--- src/rtl/tx_sched_pkg.sv ---
// Shared definitions for the per-port transmit queue scheduler.
// FSM encoding, default field widths and the largest supported queue count.
package tx_sched_pkg;

  localparam int MAX_NQ     = 8;
  localparam int IDX_W      = 3;
  localparam int DEF_PTR_W  = 16;
  localparam int DEF_LEN_W  = 11;
  localparam int DEF_DATA_W = 8;

  typedef enum logic [2:0] {
    ST_IDLE,
    ST_SELECT,
    ST_OFFER,
    ST_CAPT,
    ST_XFER
  } state_e;

endpackage

--- src/rtl/mac_tx_queue_sched_rr_arbiter.sv ---
// Combinational round-robin pick: first requesting queue after ptr, wrapping NQ-1 -> 0.
// The pointer register itself lives in the parent.
module rr_arbiter
  import tx_sched_pkg::*;
#(
  parameter int NQ = 4
) (
  input  logic [NQ-1:0]    req,
  input  logic [IDX_W-1:0] ptr,
  output logic [IDX_W-1:0] idx,
  output logic             valid
);

  // Walk offsets from farthest to nearest so the nearest requester wins last.
  always_comb begin
    idx   = '0;
    valid = 1'b0;
    for (int k = NQ; k >= 1; k--) begin
      if (req[(int'(ptr) + k) % NQ]) begin
        idx   = IDX_W'((int'(ptr) + k) % NQ);
        valid = 1'b1;
      end
    end
  end

endmodule

--- src/rtl/mac_tx_queue_sched.sv ---
// Shares one GMII tx MAC between NQ egress queues, grant locked per frame.
// Define TXQ_STRICT_PRIO_EN to give queue 0 strict priority over the round-robin set.
module mac_tx_queue_sched
  import tx_sched_pkg::*;
#(
  parameter int NQ     = 4,
  parameter int PTR_W  = DEF_PTR_W,
  parameter int LEN_W  = DEF_LEN_W,
  parameter int DATA_W = DEF_DATA_W
) (
  input  logic                 clk,
  input  logic                 rstn,
  input  logic [NQ-1:0]        q_ptr_empty,
  input  logic [NQ*PTR_W-1:0]  q_ptr_dout,
  output logic [NQ-1:0]        q_ptr_rd,
  input  logic [NQ*DATA_W-1:0] q_data_dout,
  output logic [NQ-1:0]        q_data_rd,
  output logic                 mac_ptr_empty,
  output logic [PTR_W-1:0]     mac_ptr_dout,
  input  logic                 mac_ptr_rd,
  output logic [DATA_W-1:0]    mac_data_dout,
  input  logic                 mac_data_rd,
  input  logic                 pause,
  output logic [2:0]           grant_q,
  output logic                 busy,
  output logic                 err
);

  state_e             state_q, state_d;
  logic [IDX_W-1:0]   grant_q_q, grant_q_d;
  logic [IDX_W-1:0]   rr_q, rr_d;
  logic [LEN_W-1:0]   len_q, len_d;
  logic [LEN_W-1:0]   cnt_q, cnt_d;
  logic               busy_q, busy_d;
  logic               err_q, err_d;
  logic               mac_ptr_empty_q, mac_ptr_empty_d;

  logic [PTR_W-1:0]   ptr_arr  [NQ];
  logic [DATA_W-1:0]  data_arr [NQ];
  logic [NQ-1:0]      req;
  logic [NQ-1:0]      arb_req;
  logic [IDX_W-1:0]   arb_idx, win_idx;
  logic               arb_valid, win_valid;
  logic               ptr_fwd, data_fwd;

  assign req      = ~q_ptr_empty;
  assign ptr_fwd  = (state_q == ST_OFFER) && mac_ptr_rd;
  assign data_fwd = (state_q == ST_XFER) && mac_data_rd;

  for (genvar gi = 0; gi < NQ; gi++) begin : g_queue
    assign ptr_arr[gi]   = q_ptr_dout[gi*PTR_W +: PTR_W];
    assign data_arr[gi]  = q_data_dout[gi*DATA_W +: DATA_W];
    assign q_ptr_rd[gi]  = ptr_fwd  && (grant_q_q == IDX_W'(gi));
    assign q_data_rd[gi] = data_fwd && (grant_q_q == IDX_W'(gi));
  end

`ifdef TXQ_STRICT_PRIO_EN
  // Queue 0 bypasses the arbiter; the rest share the round-robin pointer.
  assign arb_req   = req & {{(NQ-1){1'b1}}, 1'b0};
  assign win_idx   = req[0] ? '0 : arb_idx;
  assign win_valid = req[0] | arb_valid;
`else
  assign arb_req   = req;
  assign win_idx   = arb_idx;
  assign win_valid = arb_valid;
`endif

  rr_arbiter #(.NQ(NQ)) u_arb (
    .req   (arb_req),
    .ptr   (rr_q),
    .idx   (arb_idx),
    .valid (arb_valid)
  );

  // Output muxes follow the registered grant, so the last byte outlives the frame.
  always_comb begin
    mac_ptr_dout  = '0;
    mac_data_dout = '0;
    for (int i = 0; i < NQ; i++) begin
      if (grant_q_q == IDX_W'(i)) begin
        mac_ptr_dout  = ptr_arr[i];
        mac_data_dout = data_arr[i];
      end
    end
  end

  always_comb begin
    state_d   = state_q;
    grant_q_d = grant_q_q;
    rr_d      = rr_q;
    len_d     = len_q;
    cnt_d     = cnt_q;
    err_d     = (mac_ptr_rd && state_q != ST_OFFER) || (mac_data_rd && state_q != ST_XFER);
    case (state_q)
      ST_IDLE: begin
        if (!pause && |req) state_d = ST_SELECT;
      end
      ST_SELECT: begin
        if (pause || !win_valid) begin
          state_d = ST_IDLE;
        end else begin
          grant_q_d = win_idx;
`ifdef TXQ_STRICT_PRIO_EN
          if (win_idx != '0) rr_d = win_idx;
`else
          rr_d = win_idx;
`endif
          state_d = ST_OFFER;
        end
      end
      ST_OFFER: begin
        if (mac_ptr_rd) state_d = ST_CAPT;
      end
      ST_CAPT: begin
        len_d = mac_ptr_dout[LEN_W-1:0];
        cnt_d = '0;
        if (len_d == '0) begin
          err_d   = 1'b1;
          state_d = ST_IDLE;
        end else begin
          state_d = ST_XFER;
        end
      end
      ST_XFER: begin
        if (mac_data_rd) begin
          cnt_d = cnt_q + LEN_W'(1);
          if (cnt_d == len_q) state_d = ST_IDLE;
        end
      end
      default: state_d = ST_IDLE;
    endcase
    busy_d          = (state_d == ST_OFFER) || (state_d == ST_XFER);
    mac_ptr_empty_d = (state_d != ST_OFFER);
  end

  always_ff @(posedge clk or negedge rstn) begin
    if (!rstn) begin
      state_q         <= ST_IDLE;
      grant_q_q       <= '0;
      rr_q            <= IDX_W'(NQ - 1);
      len_q           <= '0;
      cnt_q           <= '0;
      busy_q          <= 1'b0;
      err_q           <= 1'b0;
      mac_ptr_empty_q <= 1'b1;
    end else begin
      state_q         <= state_d;
      grant_q_q       <= grant_q_d;
      rr_q            <= rr_d;
      len_q           <= len_d;
      cnt_q           <= cnt_d;
      busy_q          <= busy_d;
      err_q           <= err_d;
      mac_ptr_empty_q <= mac_ptr_empty_d;
    end
  end

  assign grant_q       = grant_q_q;
  assign busy          = busy_q;
  assign err           = err_q;
  assign mac_ptr_empty = mac_ptr_empty_q;

endmodule

--- config.mk ---
export PLATFORM = sky130hd
export DESIGN_NAME = mac_tx_queue_sched
export DESIGN_NICKNAME = d
export VERILOG_FILES = /design/src/rtl/tx_sched_pkg.sv /design/src/rtl/mac_tx_queue_sched_rr_arbiter.sv /design/src/rtl/mac_tx_queue_sched.sv
export SDC_FILE = /design/constraint.sdc
export NUM_CORES = 1
export LEC_CHECK = 0
export CAP_MARGIN = 40
export CORE_MARGIN = 2
export CORE_UTILIZATION = 41
export CTS_CLUSTER_DIAMETER = 80
export DETAILED_ROUTE_END_ITERATION = 16
export PLACE_DENSITY = 0.95
export RECOVER_POWER = 50
export SLEW_MARGIN = 15
export SYNTH_ARGS = -nofsm -noshare
export SYNTH_HDL_FRONTEND = slang
export SYNTH_SLANG_ARGS = --single-unit
--- constraint.sdc ---
create_clock -name clk -period 5.2 [get_ports clk]
set_input_delay 1.3 -clock clk [delete_from_list [all_inputs] [get_ports clk]]
set_output_delay 1.3 -clock clk [all_outputs]
set_load 0.02 [all_outputs]
After elaboration in Yosys (flattened, before gate mapping). Cells that the tools add are included.

Add/subtract/negate cells: 5. Order comparisons: 4. Equality and inequality tests: 14. Mux-type cells: 39. Bitwise gates (word level): 6. Reduce and logical (&&, ||, !) cells: 29.

Operators by type and width (count): 16-bit 2-to-1 mux (4); 8-bit 2-to-1 mux (4); 3-bit 2-to-1 mux (9); 11-bit case mux with 2 select lines (1); 3-bit by 4-bit less-than comparator with 1-bit output, second input constant (4); 3-bit by 2-bit == test with 1-bit output, second input constant (5); 3-bit case mux with 5 select lines (1); 1-bit 2-to-1 mux (14); 1-bit logical AND (13); 11-bit by 1-bit adder with 11-bit output, second input constant (1); 11-bit == test (1); 11-bit logical NOT (1); 11-bit 2-to-1 mux (1); 1-bit binary-select mux with 2-bit select (4); 2-bit OR reduction (4); 3-bit by 1-bit == test with 1-bit output, second input constant (2); 3-bit == test, second input constant (2); 3-bit logical NOT (2); 3-bit by 2-bit != test with 1-bit output, second input constant (2); 2-bit by 1-bit adder with 2-bit output, second input constant (2); 2-bit adder, second input constant (2); 1-bit bitwise AND, first input constant (4); 4-bit inverter (1); 2-bit AND reduction (2); 8 further kinds (11).

Flip-flop bits (word level): 33. Bits of input ports: 105. Output and inout bits: 38. Logic and storage cells: 105.

Logic depth before layout (Yosys ltp).
Word-level depth: 16. Mapped depth: 9. Gate-level depth less buffers: 7.

By module. Synthesis repeated with hierarchy kept, for this count alone.

Cell total of the unflattened synthesis: 293. Area, all modules: 2834.0 um2.

By module, submodules not included: mac_tx_queue_sched (instances 1, cells an instance 277, area an instance 2731.4 um2, seq. area each 829.5 um2); rr_arbiter (instances 1, cells an instance 16, area an instance 102.6 um2, seq. area each 0.0 um2).

Worst setup path before layout. OpenSTA, ideal clock, no wires.

Path type: input to output. Start: input mac_data_rd. End: output q_data_rd[0]. Data arrival time: 2.207 ns. Data required time: 3.900 ns. Path slack: 1.693 ns. Cell stages on the path: 4. Buffers on the path: 2. Path through: nand2_1 > clkbuf_1 > buf_1 > nor3_1.

Longest elaborated chain between the ends: 2.

Ends and longest elaborated chain: from (decl) (RTL line mac_tx_queue_sched.sv:22) `input logic mac_data_rd,`; 1-bit logical AND (RTL line mac_tx_queue_sched.sv:48) `assign data_fwd = (state_q == ST_XFER) && mac_data_rd;`; 1-bit logical AND (RTL line mac_tx_queue_sched.sv:54) `assign q_data_rd[gi] = data_fwd && (grant_q_q == IDX_W'(gi));`; to (decl) (RTL line mac_tx_queue_sched.sv:17) `output logic [NQ-1:0] q_data_rd,`.

No other way between the ends.

Final worst setup path. Ends and elaborated chain as after synthesis.

==> key figures <==
Power and ir drop
  • Leakage: 0.00152 uW
  • PwrDens: 175 nW/um^2
  • Tot Pwr: 697 uW
  • VDD IR-drop max: about 0.12 mV

Detailed routing
  • Routed wire length: 8.48 mm
  • ANT nets after route: 0
  • Wirelength per Cell: 19.2 um
  • DR DRC count: 0
  • DRT Pass-1 Iters: 5
  • Drt first-iter violations: 188
  • Via-to-Cell Ratio: 5.94
  • Via count: 2,625

Logic synthesis
  • Synth area leader: dfrtp_1
  • Async S/R FF share, synth: 100%
  • Post-synthesis cell area: 2430 um^2
  • Synth Flop Type: dfrtp_1
  • Number of enable flip-flop cells after synthesis: 0
  • Synth area leaders: dfrtp_1 (30%), mux4_2 (19%), mux2_2 (5.1%)
  • Synth Instances: 232
  • Post-synth cell types: 45
  • Synth warnings: 0
  • Synth top area share: 29.9%
  • Syn Nets: 338
  • Synth Register Bits: 32
  • Post-synthesis sequential area ratio: 33.1%
  • Mapped Avg Cell Area: about 10 um^2

Layout
  • Ant diodes: 0
  • Syn-to-layout area delta: 64.1%
  • FILL cells: 400
  • Reg area: 806 um^2
  • Fin area: 3990 um^2
  • Commonest non-fill, non-tap cell in the layout: clkdlybuf4s50_1
  • Final std cells w/o fill: around 440
  • Most frequent cells in the layout: clkdlybuf4s50_1 (124), dfrtp_1 (28), nor2_1 (21)
  • Share of layout cells above drive strength 1: 13.1%
  • Layout net count: between 400 and 500
  • Area of the multi-input gates: 1530 um^2

GRT
  • Global Route Usage Sum: 26.8%
  • Largest net degree at the start of global routing: 33
  • Remaining global-route overflow: 0
  • Vias in the first global route: 2,791
  • Global-route wire length before repair: 13.1 mm
  • Antenna violations before repair: 0

Timing
  • WHS: around 500 ps
  • Final clock skew: 8.30 ps
  • Final hold vios: 0
  • Setup TNS: 0 ps
  • RSZ-0062 raised after global routing: false
  • Worst rel slew slack: -14.2%
  • # setup viols final: 0
  • Max Clock Freq: 227 MHz
  • Max Transition Viols Final: 33
  • Slew @ Worst Pin: 1710 ps
  • Ratio of final minimum period to clock period: a little over four fifths
  • Min cycle time layout: 4400 ps

Floorplan
  • Initial Util: 41.8%
  • Die width: 81.0 um
  • Die height: 81.0 um
  • Core Area: between 5000 and 6000 um^2
  • I/O pin count: about 140
  • Floorplan row count: 28
  • Die area: 6560 um^2

Place
  • RePlAce Congestion: 0.925
  • PortBufs: 141
  • DPL Wire Length: 6.76 mm
  • Inst Count DP: between 400 and 500
  • Cell Area, Placed: 3880 um^2

Clocking
  • Clock Sinks: 32
  • Clk_lat worst skew: 290 ps
  • H-tree lvl count: 2
  • CTS tree: built
  • Clock transition at path regs: 70 ps
  • CTS root buffer: clkbuf_8
  • Max clock buf depth: 2
  • Post-cts sizing count: 0
  • Setup Buffers After CTS: 0
  • Post-CTS Hold Buffers: 0
  • CTS buffer count: 5

Worst setup path
  • CP Launch Type: primary input
  • Critical path arrival: 3100 ps
  • Crit path required time: between 3000 and 4000 ps
  • Crit path max fanout: 11
  • Worst setup EP type: output port
  • CP Class: primary input to output port

Flow run
  • Max_cap viols: 1

Outcome
  • Failing checks: capacitance limit, slew limit
  • Status: finished, violations left

Hold path
  • Min-Delay Path Class: flip-flop to flip-flop
## stage by stage
step / utilization, % / setup slack (ps)
after detailed placement: 66.8 / 915
final: 68.6 / 797
after global routing: 68.6 / 724
after CTS: 68.3 / 893
after global placement: 66.5 / 909
after floorplan: - / 1690
## critical path, cell delays in order
cell and delay [ps]:
dlygate4sd3_1 740, nand2_1 230, nor3_1 180, clkdlybuf4s50_1 640
## cells by family after synthesis
group	synth area share [%]
buffers and inverters	4.07
adder cells (fa/ha/maj)	0.515
flip-flops	33.1
AO/OA/AOI/OAI	11.5
AND/OR/NAND/NOR	16.8
multiplexers	28.8
XOR/XNOR	5.04
other	0.154
## cell usage after synthesis (3+ instances only)
master     n
a21oi_1    8
and2_1     3
and3_1     4
buf_1      4
buf_2      3
clkbuf_1   8
dfrtp_1   29
dfstp_2    3
inv_1      4
mux2_2    11
mux4_1     4
mux4_2    20
nand2_1   16
nand3_1    8
nand4_1    5
nor2_1    21
nor2b_1    3
nor3_1     6
o21ai_0   20
o31ai_1    8
xnor2_1    9
xor2_1     5
## where the power goes
part / leakage (uW) / internal [uW] / switching (uW)
clock network: 0.0000455 / 108 / 91.3
registers: 0.000389 / 263 / 24.0
logic: 0.00109 / 129 / 81.0
total: 0.00152 / 501 / 196
## layout make-up
| cell class | instances | share of cell area [%] |
|---|---|---|
| Clock buffer | 8 | 2.26 |
| Tap cell | 75 | 2.35 |
| Inverter | 4 | 0.376 |
| Multi-Input combinational cell | 178 | 38.3 |
| Timing Repair Buffer | 145 | 36.5 |
| Sequential cell | 32 | 20.2 |
## layer usage
layer | up-vias | GRT usage (%) | part of all wire (%)
li1 | 1148 | - | -
met1 | 1294 | 28.8 | 35
met2 | 156 | 47.5 | 54
met3 | 27 | 8.78 | 8.2
met4 | 0 | 12.5 | 3.5
met5 | - | 0 | 0
## sequential cells by signal, indices dropped and copies added (netlist names)
register,flops
state_q,3
len_q,11
rr_q,2
cnt_q,11
mac_ptr_empty,1
busy,1
err,1
grant_q,2
## final timing paths
kind / startpoint / to / slack (ps) / cells after the start
worst min-delay path: cnt_q[10]$_DFFE_PN0P_ / cnt_q[10]$_DFFE_PN0P_ / 500 / 1
min in group asynchronous: rstn / cnt_q[2]$_DFFE_PN0P_ / 2000 / 2
max in group asynchronous: rstn / grant_q[0]$_DFFE_PN0P_ / 2090 / 2
worst min register to register: cnt_q[10]$_DFFE_PN0P_ / cnt_q[10]$_DFFE_PN0P_ / 500 / 1
worst max-delay path: mac_data_rd / q_data_rd[0] / 800 / 4
worst max register to register: cnt_q[0]$_DFFE_PN0P_ / busy$_DFF_PN0_ / 2380 / 7
No activity file was read; power rests on OpenSTA's default activity.
==> edit 1 (same flow settings) <==
The option `TXQ_STRICT_PRIO_EN` is turned on by a define.
--- a/src/rtl/mac_tx_queue_sched.sv
+++ b/src/rtl/mac_tx_queue_sched.sv
@@ -2,2 +2,4 @@
 // Define TXQ_STRICT_PRIO_EN to give queue 0 strict priority over the round-robin set.
+`define TXQ_STRICT_PRIO_EN
+
 module mac_tx_queue_sched
Function: same outputs for any inputs over 4 cycles, from zero or initial values and one cycle with rstn low; that may be too few to reach the edited logic, so the function may still have changed.
==> edit 1 against the unedited design <==
Critical path type unchanged; wire length increased by 5.4%; setup slack better by 0.071 ns; cell area rose by 0.56%; final cell count is 1.4% higher; hold slack better by 0.029 ns; critical path depth is 1 lower; the flow still finishes with violations (capacitance limit, slew limit); area after synthesis shrank 0.26%; core utilization increased by 0.39 points; sequential cell count did not move; register-to-register slack better by 0.26 ns.
Power is not compared: it rests on default switching activity, and its combinational part moved more than twofold at a synthesized area within 25%.
==> edit 1: results (changes against the unedited design) <==
max cap viols 1 (unchanged); initial antenna violation count 0 (unchanged); top cells by area, synth dfrtp_1, mux4_2, mux2_2; critical path type input pin to output port; top cells by count, synth dfrtp_1, mux4_2, nor2_1; root buffer cell clkbuf_8; synth warn 0 (unchanged); largest net degree at the start of global routing 33 (unchanged); registers with the most flip-flops cnt_q x11, len_q x11, state_q x3; number of global-route vias before repair 2618 (-6.2%); complex-gate fraction of the synthesized area 12.2% (+0.65 points); IO buf count 141 (unchanged); via count 2665 (+1.5%); RePlAce Congestion 0.888 (-4.0%); leakage power roughly 0.0015 µW; CP max stage cell mux4_1; Synth top area share 29.9% (+0.077 points); WP data arrival 3.03 ns (-0.07 ns); Worst Skew 0.0109 ns (+0.00259 ns); post-CTS setup repair buffer count 0 (unchanged); worst-margin pin slew 1.72 ns (+0.00978 ns); n_diodes 0 (unchanged); clk_lat worst skew about 0.30 ns; status finished with violations; CP peak stage delay 0.59 ns (-0.15 ns); Post-Place Cell Area 0.00389 mm² (+0.13%); share of the yosys chip area belonging to registers 33.2% (+0.085 points); Max FO, Critical Path 3 (-8); Max IR drop VDD about 260 µV; Slew Viols, Final 33 (unchanged); Nets 478 (+1.3%); ys async rst share 100% (unchanged); mux contribution to synthesized area 27.7% (-1.1 points); number of DRC markers in iteration 0 313 (+66%); H-tree depth 2 (unchanged); Synth Area in Adders 0.516% (+0.0013 points); Synth cell types 48 (+6.7%); post-synthesis xor/xnor area fraction 4.70% (-0.35 points); slack of the worst reg-to-reg path 2.64 ns (+0.26 ns); Total GRT Usage 27.5% (+0.66 points); hpwl dp 7.02 mm (+4.0%); Max Buffers Root-to-Sink 2 (unchanged); total routed wirelength 8.93 mm (+5.4%); clk slew on worst S/H paths 0.07 ns (about the same); global-route wire length before repair 13.5 mm (+2.7%); layout cells sized above 1 13.7% (+0.59 points); failing checks capacitance limit, slew limit; first-pass iteration count of the detailed router 5 (unchanged); Net Count, Synth 341 (+0.89%); post-CTS sizing 0 (unchanged)
[edit 1: cell count changes in the layout (fill, tap and decap cells not counted), sizes merged, moves of 3 or more]
cell and delta:
o31ai -7, a21oi +4, dlygate4sd3 -5, a21o +4, nand2b +3, nand2 +4, clkdlybuf4s50 +5, nand3 -3
[edit 1: power breakdown]
part	leakage (µW)	switching (µW)	internal, µW	total (µW)
Combinational	0.00106	453	504	957
Clock	0.0000541	100	142	242
Sequential	0.000400	106	340	446
Total	0.00151	658	986	1640
[edit 1: metal layers]
metal,vias up,GRT usage (%),share of wire (%)
met4,0,5.93,1.7
met5,-,0,0
met3,21,6.33,8.5
met1,1298,34.2,37
li1,1161,-,-
met2,185,48.6,53
[edit 1: through the flow]
step | cells | hold slack, ns | setup slack (ns) | utilization, % | power [µW]
6_report | 448 | 0.533 | 0.868 | 69.0 | 1640
5_1_grt | 448 | 0.559 | 0.821 | 69.0 | 1720
4_1_cts | 447 | 0.534 | 0.901 | 68.8 | 1630
3_5_place_dp | 439 | 0.517 | 0.901 | 66.9 | 1380
3_3_place_gp | 438 | 0.509 | 1.01 | 66.6 | 1340
2_1_floorplan | 235 | 0.497 | 1.75 | - | 998
[edit 1: cell type report]
class	count	area (µm²)
fillers	394	1800
multi-input cells	182	1530
repair buffers	145	1450
flip-flops and latches	32	806
well taps	75	93.8
clock buffers	5	68.8
clock inverters	3	42.5
inverters	6	22.5
[edit 1: final timing paths]
kind,start,endpoint,cells after the start
min in group asynchronous,rstn,grant_q[1],2
max in group asynchronous,rstn,grant_q[0],2
max reg2reg,cnt_q[0],state_q[2],7
min,len_q[3],len_q[3],1
max,q_ptr_dout[37],mac_ptr_dout[5],3
min reg2reg,len_q[3],len_q[3],1
==> edit 2 (same flow settings) <==
Without the edit above. Make the reset (`rstn`) synchronous in one clocked block.
--- a/src/rtl/mac_tx_queue_sched.sv
+++ b/src/rtl/mac_tx_queue_sched.sv
@@ -135,3 +135,3 @@
 
-  always_ff @(posedge clk or negedge rstn) begin
+  always_ff @(posedge clk) begin
     if (!rstn) begin
Behaviour: differs if rstn is asserted again (counterexample within 4 cycles, from zero or initial values and one cycle with rstn low); with rstn held inactive, the same outputs for 4 cycles.
==> edit 2 against the unedited design <==
The flow still finishes with violations (capacitance limit, slew limit); total power shrank 0.96%; cell area down 1.3%; core utilization up 2.1 points; sequential cell count unchanged; die area fell by 1.6%; largest power group unchanged; area after synthesis is 1.6% lower; sequential power shrank 10%; setup slack worse by 0.053 ns; synthesized cell count increased by 17%; wire length is 18% higher; clock skew barely moved.
==> edit 2: results (changes against the unedited design) <==
post-synthesis xor/xnor area fraction 4.40% (-0.65 points); first-pass iteration count of the detailed router 5 (unchanged); Vias/cell 6.14 (+3.4%); number of global-route vias before repair 2930 (+5.0%); # placed instances 466 (+7.6%); DRT met1 WL 3.36 mm (+14%); Avg Cell Area, Syn 8.82 µm² (-16%); RePlAce Congestion 0.910 (-1.6%); non-filler instance count after layout 475 (+7.5%); failing checks capacitance limit, slew limit; largest net degree at the start of global routing 32 (-3.0%); Synth cell types 50 (+11%); status finished with violations; Place WS 0.891 ns (-0.0240 ns); leakage power 0.00135 µW (-11%); global-route wire length before repair 15.1 mm (+15%); Max IR drop VDD 96.5 µV (-16%); Worst Skew 0.00828 ns (-0.0000263 ns); Met2 Routed Length 5.15 mm (+14%); met1 GRT Util 33.4% (+4.6 points); share of the yosys chip area belonging to registers 26.8% (-6.3 points); Rel. slew slack -16.9% (-2.7 points); ys async rst share 0% (-100 points); max cap viols 1 (unchanged); WP data arrival 3.16 ns (+0.06 ns); Slew Viols, Final 32 (-3.0%); met2 Track Usage GR 55.3% (+7.7 points); Synth Area in Adders 0.523% (+0.0086 points); complex-gate fraction of the synthesized area 16.1% (+4.5 points); mux contribution to synthesized area 23.4% (-5.4 points); P_seq 258 µW (-10%); Nets 509 (+7.8%); post-CTS setup repair buffer count 0 (unchanged); total routed wirelength 10.0 mm (+18%); top cells by area, synth dfxtp_1, mux4_2, nand2_1; Max FO, Critical Path 5 (-6); Total GRT Usage 31.3% (+4.5 points); Net Count, Synth 377 (+12%); H-tree depth 2 (unchanged); met3 usage 10.6% (+1.8 points); layout cells sized above 1 8.44% (-4.6 points); hpwl dp 7.70 mm (+14%); Seq pwr share 37.4% (-3.8 points); metal3 WL 1.03 mm (+49%); Logic pwr share 32.2% (+2.0 points)
[edit 2: changes by cell type after synthesis, sizes merged, moves of 4 or more]
cell / delta
o31ai: -7
mux2: -10
o21ai: -4
nor2b: +5
nand2: +23
nand3: +6
dfxtp: +32
nor3: +4
a21boi: +15
a21oi: +4
dfrtp: -29
[edit 2: worst paths after layout]
path | from | endpoint | slack, ns | cells past startpoint
max reg2reg | grant_q[1] | err | 2.03 | 6
min reg2reg | len_q[6] | len_q[6] | 0.48 | 2
max | mac_data_rd | q_data_rd[0] | 0.74 | 4
min | len_q[6] | len_q[6] | 0.48 | 2
[edit 2: final cells by class]
cell class / count / area (µm²)
multi-input cells: 214 / 1640
flip-flops and latches: 32 / 642
well taps: 72 / 90.1
fillers: 350 / 1640
repair buffers: 146 / 1460
inverters: 4 / 15.0
clock buffers: 7 / 96.3
[edit 2: critical path, cell delays in order]
cell and delay, ns:
dlygate4sd3_1 0.66, nand3_1 0.27, nor3_1 0.26, clkdlybuf4s50_1 0.66
